===== src/rtl/joint_position_tracker.sv =====
// Joint position tracker: limit-clamped step counter with windowed velocity,
// stall detection and a sticky direction-conflict flag.
module joint_position_tracker #(
    parameter int                      POS_W        = 16,
    parameter logic signed [POS_W-1:0] MIN_POS      = -16'sd20000,
    parameter logic signed [POS_W-1:0] MAX_POS      = 16'sd20000,
    parameter int                      VEL_WINDOW   = 1000,
    parameter int                      STALL_CYCLES = 50000
) (
    input  logic             clk,
    input  logic             reset,
    input  logic             cw,
    input  logic             ccw,
    input  logic             zero,
    input  logic             load,
    input  logic [POS_W-1:0] load_val,
    output logic [POS_W-1:0] position,
    output logic [POS_W-1:0] velocity,
    output logic             vel_valid,
    output logic             at_min,
    output logic             at_max,
    output logic             limit_hit,
    output logic             dir,
    output logic             stalled,
    output logic             conflict_err
);

    localparam int WIN_W   = $clog2(VEL_WINDOW);
    localparam int STALL_W = $clog2(STALL_CYCLES + 1);

    localparam logic [WIN_W-1:0]       WIN_LAST  = WIN_W'(VEL_WINDOW - 1);
    localparam logic [STALL_W-1:0]     STALL_MAX = STALL_W'(STALL_CYCLES);
    localparam logic signed [POS_W:0]  ACC_MAX   = {2'b00, {(POS_W-1){1'b1}}};
    localparam logic signed [POS_W:0]  ACC_MIN   = {2'b11, {(POS_W-2){1'b0}}, 1'b1};

    logic signed [POS_W-1:0] pos_q;
    logic signed [POS_W-1:0] acc_q;
    logic [WIN_W-1:0]        win_cnt;
    logic [STALL_W-1:0]      stall_cnt;

    logic signed [POS_W-1:0] lv;
    logic signed [POS_W-1:0] load_clamped;
    logic signed [POS_W:0]   step_delta;
    logic signed [POS_W:0]   acc_sum;
    logic signed [POS_W-1:0] acc_next;
    logic step_up, step_dn, blk_up, blk_dn, acc_up, acc_dn, accepted;

    assign lv       = load_val;
    assign position = pos_q;
    assign at_min   = (pos_q == MIN_POS);
    assign at_max   = (pos_q == MAX_POS);

    // A step only competes for the position when neither zero nor load claims it.
    assign step_up  = cw & ~ccw & ~zero & ~load;
    assign step_dn  = ccw & ~cw & ~zero & ~load;
    assign blk_up   = step_up & (pos_q >= MAX_POS);
    assign blk_dn   = step_dn & (pos_q <= MIN_POS);
    assign acc_up   = step_up & ~blk_up;
    assign acc_dn   = step_dn & ~blk_dn;
    assign accepted = acc_up | acc_dn;

    // NOTE: every always_comb output gets a default first so no latch is inferred.
    always_comb begin
        load_clamped = lv;
        if (lv > MAX_POS)
            load_clamped = MAX_POS;
        else if (lv < MIN_POS)
            load_clamped = MIN_POS;

        step_delta = '0;
        if (acc_up)
            step_delta = (POS_W+1)'(1);
        else if (acc_dn)
            step_delta = '1;

        acc_sum  = {acc_q[POS_W-1], acc_q} + step_delta;
        acc_next = acc_sum[POS_W-1:0];
        if (acc_sum > ACC_MAX)
            acc_next = ACC_MAX[POS_W-1:0];
        else if (acc_sum < ACC_MIN)
            acc_next = ACC_MIN[POS_W-1:0];
    end

    // NOTE: sequential state uses non-blocking assignments so all registers
    // see pre-edge values regardless of statement order.
    always_ff @(posedge clk or posedge reset) begin
        if (reset) begin
            pos_q        <= '0;
            acc_q        <= '0;
            win_cnt      <= '0;
            stall_cnt    <= '0;
            velocity     <= '0;
            vel_valid    <= 1'b0;
            limit_hit    <= 1'b0;
            dir          <= 1'b1;
            stalled      <= 1'b0;
            conflict_err <= 1'b0;
        end else begin
            if (zero)
                pos_q <= '0;
            else if (load)
                pos_q <= load_clamped;
            else if (acc_up)
                pos_q <= pos_q + 1'b1;
            else if (acc_dn)
                pos_q <= pos_q - 1'b1;

            limit_hit <= blk_up | blk_dn;

            if (acc_up)
                dir <= 1'b1;
            else if (acc_dn)
                dir <= 1'b0;

            if (cw & ccw)
                conflict_err <= 1'b1;

            // The terminal cycle's own step lands in the published total.
            if (win_cnt == WIN_LAST) begin
                win_cnt   <= '0;
                velocity  <= acc_next;
                vel_valid <= 1'b1;
                acc_q     <= '0;
            end else begin
                win_cnt   <= win_cnt + 1'b1;
                vel_valid <= 1'b0;
                acc_q     <= acc_next;
            end

            if (accepted) begin
                stall_cnt <= '0;
                stalled   <= 1'b0;
            end else begin
                if (stall_cnt != STALL_MAX)
                    stall_cnt <= stall_cnt + 1'b1;
                stalled <= (stall_cnt >= STALL_MAX - 1'b1);
            end
        end
    end

endmodule


===== config.mk =====
export PLATFORM = sky130hd
export DESIGN_NAME = joint_position_tracker
export DESIGN_NICKNAME = d
export VERILOG_FILES = /design/src/rtl/joint_position_tracker.sv
export SDC_FILE = /design/constraint.sdc
export NUM_CORES = 1
export LEC_CHECK = 0
export CORE_MARGIN = 4
export CORE_UTILIZATION = 45
export DETAILED_ROUTE_END_ITERATION = 8
export PLACE_DENSITY = 0.62
export SLEW_MARGIN = 20
export SYNTH_ARGS = -nofsm -noshare
export SYNTH_HDL_FRONTEND = slang
export SYNTH_SLANG_ARGS = --single-unit

===== constraint.sdc =====
create_clock -name clk -period 6.2 [get_ports clk]
set_clock_uncertainty 0.1 [all_clocks]
set_input_delay 1.86 -clock clk [delete_from_list [all_inputs] [get_ports clk]]
set_output_delay 1.86 -clock clk [all_outputs]
set_load 0.01 [all_outputs]

==> impl_results.md, run 1 <==
* Run status: finished, final reports clean
* Max Freq at 0.176 GHz
* Ys flop type: dfrtp_1
* Worst skew pair latency at 0.34 ns
* Mapped cell area at 5290 um2
* CTS tree: built
* Average size of a mapped cell at 8.47 um2
* RSZ-0062 raised after global routing: no
* Placer congestion estimate at 0.977
* Worst setup EP type: register
* DIE HEIGHT at 116 um
* Antenna Violating Nets Remaining at 0
* Hold WC Path Type: reg2reg
* Nets at 747
* Met1 Usage GRT at 0.303
* Post-cts gate resize count at 0
* Hold Crit Depth at 1
* Clk slew on worst S/H paths at 0.06 ns
* Routed WL at 13,800 um
* Final instance area at 6370 um2
* Internal power at 1.33 mW
* Total grt overflow at 0
* Seq pwr share at 0.310
* Post-synth top area cell: dfrtp_1
* RR Endpoint: velocity[0]
* Max clock buf depth at 2
* Setup slack, reg-to-reg at 1.69 ns
* Setup TNS at 0 ns
* Synth top area share at 0.369
* Syn_nets at 682
* Via density per instance at 5.75
* Largest net degree at the start of global routing at 49
* Net Sw Frac at 0.392
* Setup Crit Path Kind: in2reg
* Antenna violations before repair at 0
* # hold bufs at CTS at 0
* Number of buffers created by CTS at 9
* I/O Buffers at 60
* Crit-path max FO at 11
* Ant diodes at 0
* Comb pwr share at 0.442
* Synth warnings at 0
* TritonRoute pass-1 iters at 5
* Synth Instances at 624
* Post-layout min period at 5.68 ns
* Sw power at 859 uW
* Pwr/cell area at 344 nW/um2
* Actual slew at the worst max-slew pin at 0.625 ns
* M3 GR Usage at 0.0492
* Hold_sp: conflict_err
* Most used routing layer: met2
* Clk pwr share at 0.248
* Die width at 116 um
* First-pass GRT wire length at 23,300 um
* Cell variety after synth at 67
* CTS root buf: clkbuf_16
* Max Slew Vio Count at 0
* Share of post-route cells with drive strength above 1 at 0.0562
* Vias in the first global route at 4,788
* Synth top area cells: dfrtp_1 37%, ha_1 8.0%, nor2_1 5.8%, nand2_1 5.2%, a21oi_1 4.5%
* Tcrit/Tclk final at 0.917
* Met2 track demand over resource at 0.340
* Die area at 13,500 um2
* Multi-input logic area at 3140 um2
* Hold_ws at 0.369 ns
* # Max-Cap Violations at 0
* Async SR Flop Fraction at 1.00
* Worst EP required at 6.31 ns
* Post-route DRC at 0
* H-tree level count at 3
* Placed inst area at 6070 um2
* EDFF count, synth at 0
* Slew HR at 0.583
* Post-CTS setup buffer count at 0
* Area of the core at 11,500 um2
* Drt wl/cell at 16.5 um
* RR Startpoint: position[6]
* Depth of the worst register-to-register path at 16
* Final Hold Fails at 0
* Tot Pwr at 2.19 mW
* I/O pin count at 61
* Layout Area Growth over Synthesis at 20.6%
* Row cnt at 39
* Post-synthesis sequential area ratio at 0.374
* Seq. cell area at 1980 um2
* Sink Count at 79
* Final Core Density at 0.556
* Critical Path Start Type: input port
* Initial core utilization at 0.461
* Most common cell in the netlist: nor2_1
* Maximum VDD drop at 167 uV
* Worst Path Arrival at 5.80 ns
* Routed via count at 4,816
* Leading post-synthesis cells by instance count: 82 x nor2_1, 78 x dfrtp_1, 73 x nand2_1
* Static leakage at 2.79 nW
* Layout fillers at 1,035
* Flops & latches, synth at 79
* Worst Hold Endpoint: conflict_err
* GRT Resource Usage Total at 0.219
* DRT iter0 DRCs at 284
* Dpl hpwl at 10,600 um
* Setup violators final at 0
==> critical path, cell delays in order <==
cell	delay, ns
clkdlybuf4s50_1	0.47
nor2_1	0.24
inv_1	0.14
nor2_1	0.15
nand2_1	0.15
inv_1	0.32
ha_1	0.36
a21o_1	0.22
a21o_1	0.20
a221oi_2	0.33
a211oi_1	0.11
nand3b_1	0.37
and2_1	0.35
buf_4	0.20
a31oi_1	0.21
o21ai_1	0.10
==> layout by cell type, fill, tap and decap left out, drive strengths merged, types with 15 or more instances in the layout <==
cell type	n
a21oi	48
clkdlybuf4s50	60
dfrtp	78
ha	34
inv	23
nand2	73
nand3	21
nor2	83
nor3	21
o21ai	50
xnor2	15
xor2	18
==> sequential cells by signal, indices dropped and copies added (netlist names) <==
| register | flops |
|---|---|
| win_cnt | 10 |
| conflict_err | 1 |
| stall_cnt | 16 |
| stalled | 1 |
| dir | 1 |
| velocity | 16 |
| vel_valid | 1 |
| acc_q | 16 |
| limit_hit | 1 |
| position | 16 |
==> cell type report <==
class,instances,share of cell area
Multi-Input combinational cell,504,0.492
Sequential cell,79,0.310
Timing Repair Buffer,71,0.107
Clock buffer,14,0.0414
Tap cell,143,0.0281
Inverter,24,0.0143
Clock inverter,2,0.00609
==> stage by stage <==
| step | instances | setup slack, ns |
|---|---|---|
| 3_3_place_gp | 821 | 0.318 |
| 3_5_place_dp | 821 | 0.183 |
| 4_1_cts | 837 | 0.535 |
| 5_1_grt | 837 | 0.169 |
| 2_1_floorplan | 624 | 0.872 |
| 6_report | 837 | 0.518 |
==> logic make-up (layout without fill, tap and decap cells) <==
kind of cell | after synthesis | in the layout | share of synthesized area
fa+ha+maj | 36 | 36 | 0.0881
xor+xnor | 33 | 33 | 0.0547
compound gates | 170 | 170 | 0.206
flops | 79 | 79 | 0.374
mux | 3 | 3 | 0.00616
simple gates | 262 | 262 | 0.239
buf+inv | 41 | 111 | 0.0320
==> power by group through the flow <==
stage          Combinational (mW)  Sequential [mW]  Clock [mW]
2_1_floorplan               0.693            0.669           0
3_3_place_gp                0.942            0.690           0
3_5_place_dp                0.953            0.686           0
4_1_cts                     0.960            0.678       0.553
5_1_grt                      1.09            0.690       0.581
6_report                    0.967            0.679       0.542
==> worst max-delay path by stage <==
stage               from           to  slack [ns]
floorplan           zero     acc_q[0]        0.87
global placement    load     acc_q[6]        0.32
detailed placement  load  velocity[9]        0.18
CTS                 load  velocity[9]        0.53
global route        load  velocity[9]        0.17
finish              load  velocity[9]        0.52
==> layer usage <==
metal	wire, um	up-vias	part of all wire
met1	6550	2282	0.47
li1	-	2379	-
met2	6290	129	0.45
met3	679	26	0.049
met5	0	-	0
met4	314	0	0.023
(Power assumes the default switching activity.)
==> inputs of run 2 (changes only) <==
--- a/config.mk
+++ b/config.mk
@@ -5,9 +5,11 @@
 export SDC_FILE = /design/constraint.sdc
 export NUM_CORES = 1
 export LEC_CHECK = 0
+export CORE_ASPECT_RATIO = 1.75
 export CORE_MARGIN = 4
 export CORE_UTILIZATION = 45
 export DETAILED_ROUTE_END_ITERATION = 8
+export GPL_TIMING_DRIVEN = 0
 export PLACE_DENSITY = 0.62
 export SLEW_MARGIN = 20
 export SYNTH_ARGS = -nofsm -noshare
==> run 2 against run 1 <==
Against the previous run: die area is 0.50% higher; sequential power down 0.6%; global-route usage up 0.16 points; clock-buffer cell count shrank 4; worst setup slack got worse by 0.22 ns.
==> impl_results.md, run 2 (synthesis results as in run 1) <==
* # Max-Cap Violations at 0 (unchanged)
* Hold Crit Depth at 1 (unchanged)
* Leading cell types in the layout, fill and taps excluded: 81 x nor2_1, 78 x dfrtp_1, 72 x nand2_1
* Slew HR at 0.593 (+0.00992)
* Comb pwr share at 0.445 (+0.003)
* Crit-path max FO at 16 (+5)
* Area of the core at 11,500 um2 (+0.43%)
* I/O Buffers at 60 (unchanged)
* Seq. cell area at 1980 um2 (unchanged)
* Routed via count at 4,913 (+2.0%)
* Initial core utilization at 0.459 (-0.00195)
* Delay-heaviest family, CP: compound AO/OA/AOI/OAI gates
* Via density per instance at 5.86 (+1.8%)
* Depth of the worst register-to-register path at 18 (+2)
* Worst path buffer plus inverter count at 5 (+1)
* Layout fillers at 1,081 (+4.4%)
* DIE HEIGHT at 151 um (+30%)
* Post-layout min period at 5.91 ns (+0.224 ns)
* Clk slew on worst S/H paths at 0.06 ns (about the same)
* Die area at 13,600 um2 (+0.50%)
* Antenna Violating Nets Remaining at 0 (unchanged)
* Tot Pwr at 2.18 mW (-0.49%)
* Worst Path Arrival at 6.06 ns (+0.26 ns)
* Largest net degree at the start of global routing at 56 (+14%)
* Static leakage at 2.80 nW (+0.24%)
* GRT Resource Usage Total at 0.220 (+0.00165)
* Layout Area Growth over Synthesis at 21.7%
* Multi-input logic area at 3170 um2 (+0.88%)
* # hold bufs at CTS at 0 (unchanged)
* Max Slew Vio Count at 0 (unchanged)
* Max stage delay on crit path at 0.45 ns (-0.02 ns)
* Clk pwr share at 0.245 (-0.003)
* Post-route DRC at 0 (unchanged)
* First-pass GRT wire length at 24,000 um (+2.9%)
* Critical-path cell list: clkdlybuf4s50_1 > nor2_2 > nand4b_4 > inv_2 > a21o_1 > buf_6 > ha_1 > inv_1 > fa_1 > nand2b_1 > a21oi_1 > o41ai_1 > o21ai_0 > o2bb2ai_2 > or2_1 > clkbuf_1 > nand2_1 > o21ai_0
* Sw power at 869 uW (+1.2%)
* Internal power at 1.31 mW (-1.6%)
* Worst setup EP type: register
* Placer congestion estimate at 0.908 (-7.0%)
* Pwr/cell area at 339 nW/um2 (-1.4%)
* Net Sw Frac at 0.399 (+0.00662)
* Non-Filler Instances at 839 (+0.24%)
* Maximum VDD drop at 138 uV (-18%)
* Run status: finished, final reports clean
* Cell total after placement at 820 (-0.12%)
* Most common cell after layout, fill and taps aside: nor2_1
* Slowest cell on crit path: clkdlybuf4s50_1
* Row cnt at 52 (+33%)
* Total grt overflow at 0 (unchanged)
* Die width at 89.9 um (-23%)
* Vias in the first global route at 5,040 (+5.3%)
* Max clock buf depth at 2 (unchanged)
* Seq pwr share at 0.310 (about the same)
* Sink Count at 79 (unchanged)
* Setup violators final at 0 (unchanged)
* RSZ-0062 raised after global routing: no
* Setup Crit Path Kind: in2reg
* H-tree level count at 3 (unchanged)
* Share of post-route cells with drive strength above 1 at 0.0625 (+0.00630)
* Final instance area at 6430 um2 (+0.92%)
* Dpl hpwl at 11,400 um (+8.0%)
* Cell count along the critical path at 18 (+2)
* Critical Path Start Type: input port
* Routed WL at 14,600 um (+5.8%)
* Cell mode on critical path: o21ai_0
* Worst skew pair latency at 0.33 ns (about the same)
* Number of buffers created by CTS at 9 (unchanged)
* Actual slew at the worst max-slew pin at 0.611 ns (-0.0142 ns)
* I/O pin count at 61 (unchanged)
* Antenna violations before repair at 0 (unchanged)
* CTS root buf: clkbuf_16
* TritonRoute pass-1 iters at 7 (+2)
* Ant diodes at 0 (unchanged)
* Tcrit/Tclk final at 0.953 (+0.0362)
* Hold_ws at 0.359 ns (-0.0103 ns)
* Nets at 757 (+1.3%)
* Max Freq at 0.169 GHz (-3.8%)
* Placed inst area at 6080 um2 (+0.25%)
* Hold WC Path Type: reg2reg
* DRT iter0 DRCs at 174 (-39%)
* Worst EP required at 6.35 ns (+0.04 ns)
* CTS tree: built
* Drt wl/cell at 17.4 um (+5.5%)
* Final Hold Fails at 0 (unchanged)
[run 2: path summary, 6_finish.rpt]
| check | end | slack, ns | from |
|---|---|---|---|
| worst max-delay path | velocity[12] | 0.29 | load |
| worst min register to register | conflict_err | 0.36 | conflict_err |
| worst min-delay path | conflict_err | 0.36 | conflict_err |
| worst max register to register | velocity[12] | 1.03 | position[6] |
| min in group asynchronous | velocity[15] | 1.75 | reset |
| max in group asynchronous | dir | 3.62 | reset |
[run 2: through the flow]
step,setup slack [ns],utilization,TNS (ns)
floorplan,0.872,-,0
global placement,-0.552,0.526,-14.47
detailed placement,-0.613,0.528,-16.36
CTS,0.0986,0.554,0
global route,0.0465,0.558,0
finish,0.293,0.558,0
[run 2: per-layer routing]
| metal | up-vias | track usage | part of all wire |
|---|---|---|---|
| li1 | 2394 | - | - |
| met1 | 2346 | 0.219 | 0.37 |
| met2 | 127 | 0.428 | 0.54 |
| met3 | 46 | 0.0283 | 0.030 |
| met4 | 0 | 0.143 | 0.059 |
| met5 | - | 0 | 0 |
[run 2: repair_timing]
| action | CTS | global route |
|---|---|---|
| cloned | 0 | 1 |
| endpoints found under the setup margin | 31 | 28 |
| pin swaps | 0 | 1 |
| setup buffers | 0 | 3 |
| resized for setup | 1 | 4 |
[run 2: power by group through the flow]
stage | Clock, mW | Sequential [mW] | Combinational (mW)
2_1_floorplan | 0 | 0.669 | 0.693
3_3_place_gp | 0 | 0.685 | 0.932
3_5_place_dp | 0 | 0.685 | 0.957
4_1_cts | 0.549 | 0.676 | 0.965
5_1_grt | 0.568 | 0.687 | 1.09
6_report | 0.533 | 0.675 | 0.970
[run 2: layout make-up]
type,instances,share of cell area
Buffer,16,0.0117
Clock buffer,10,0.0356
Clock inverter,6,0.0105
Inverter,24,0.0150
Multi-Input combinational cell,505,0.492
Sequential cell,79,0.308
Tap cell,135,0.0263
Timing Repair Buffer,64,0.101
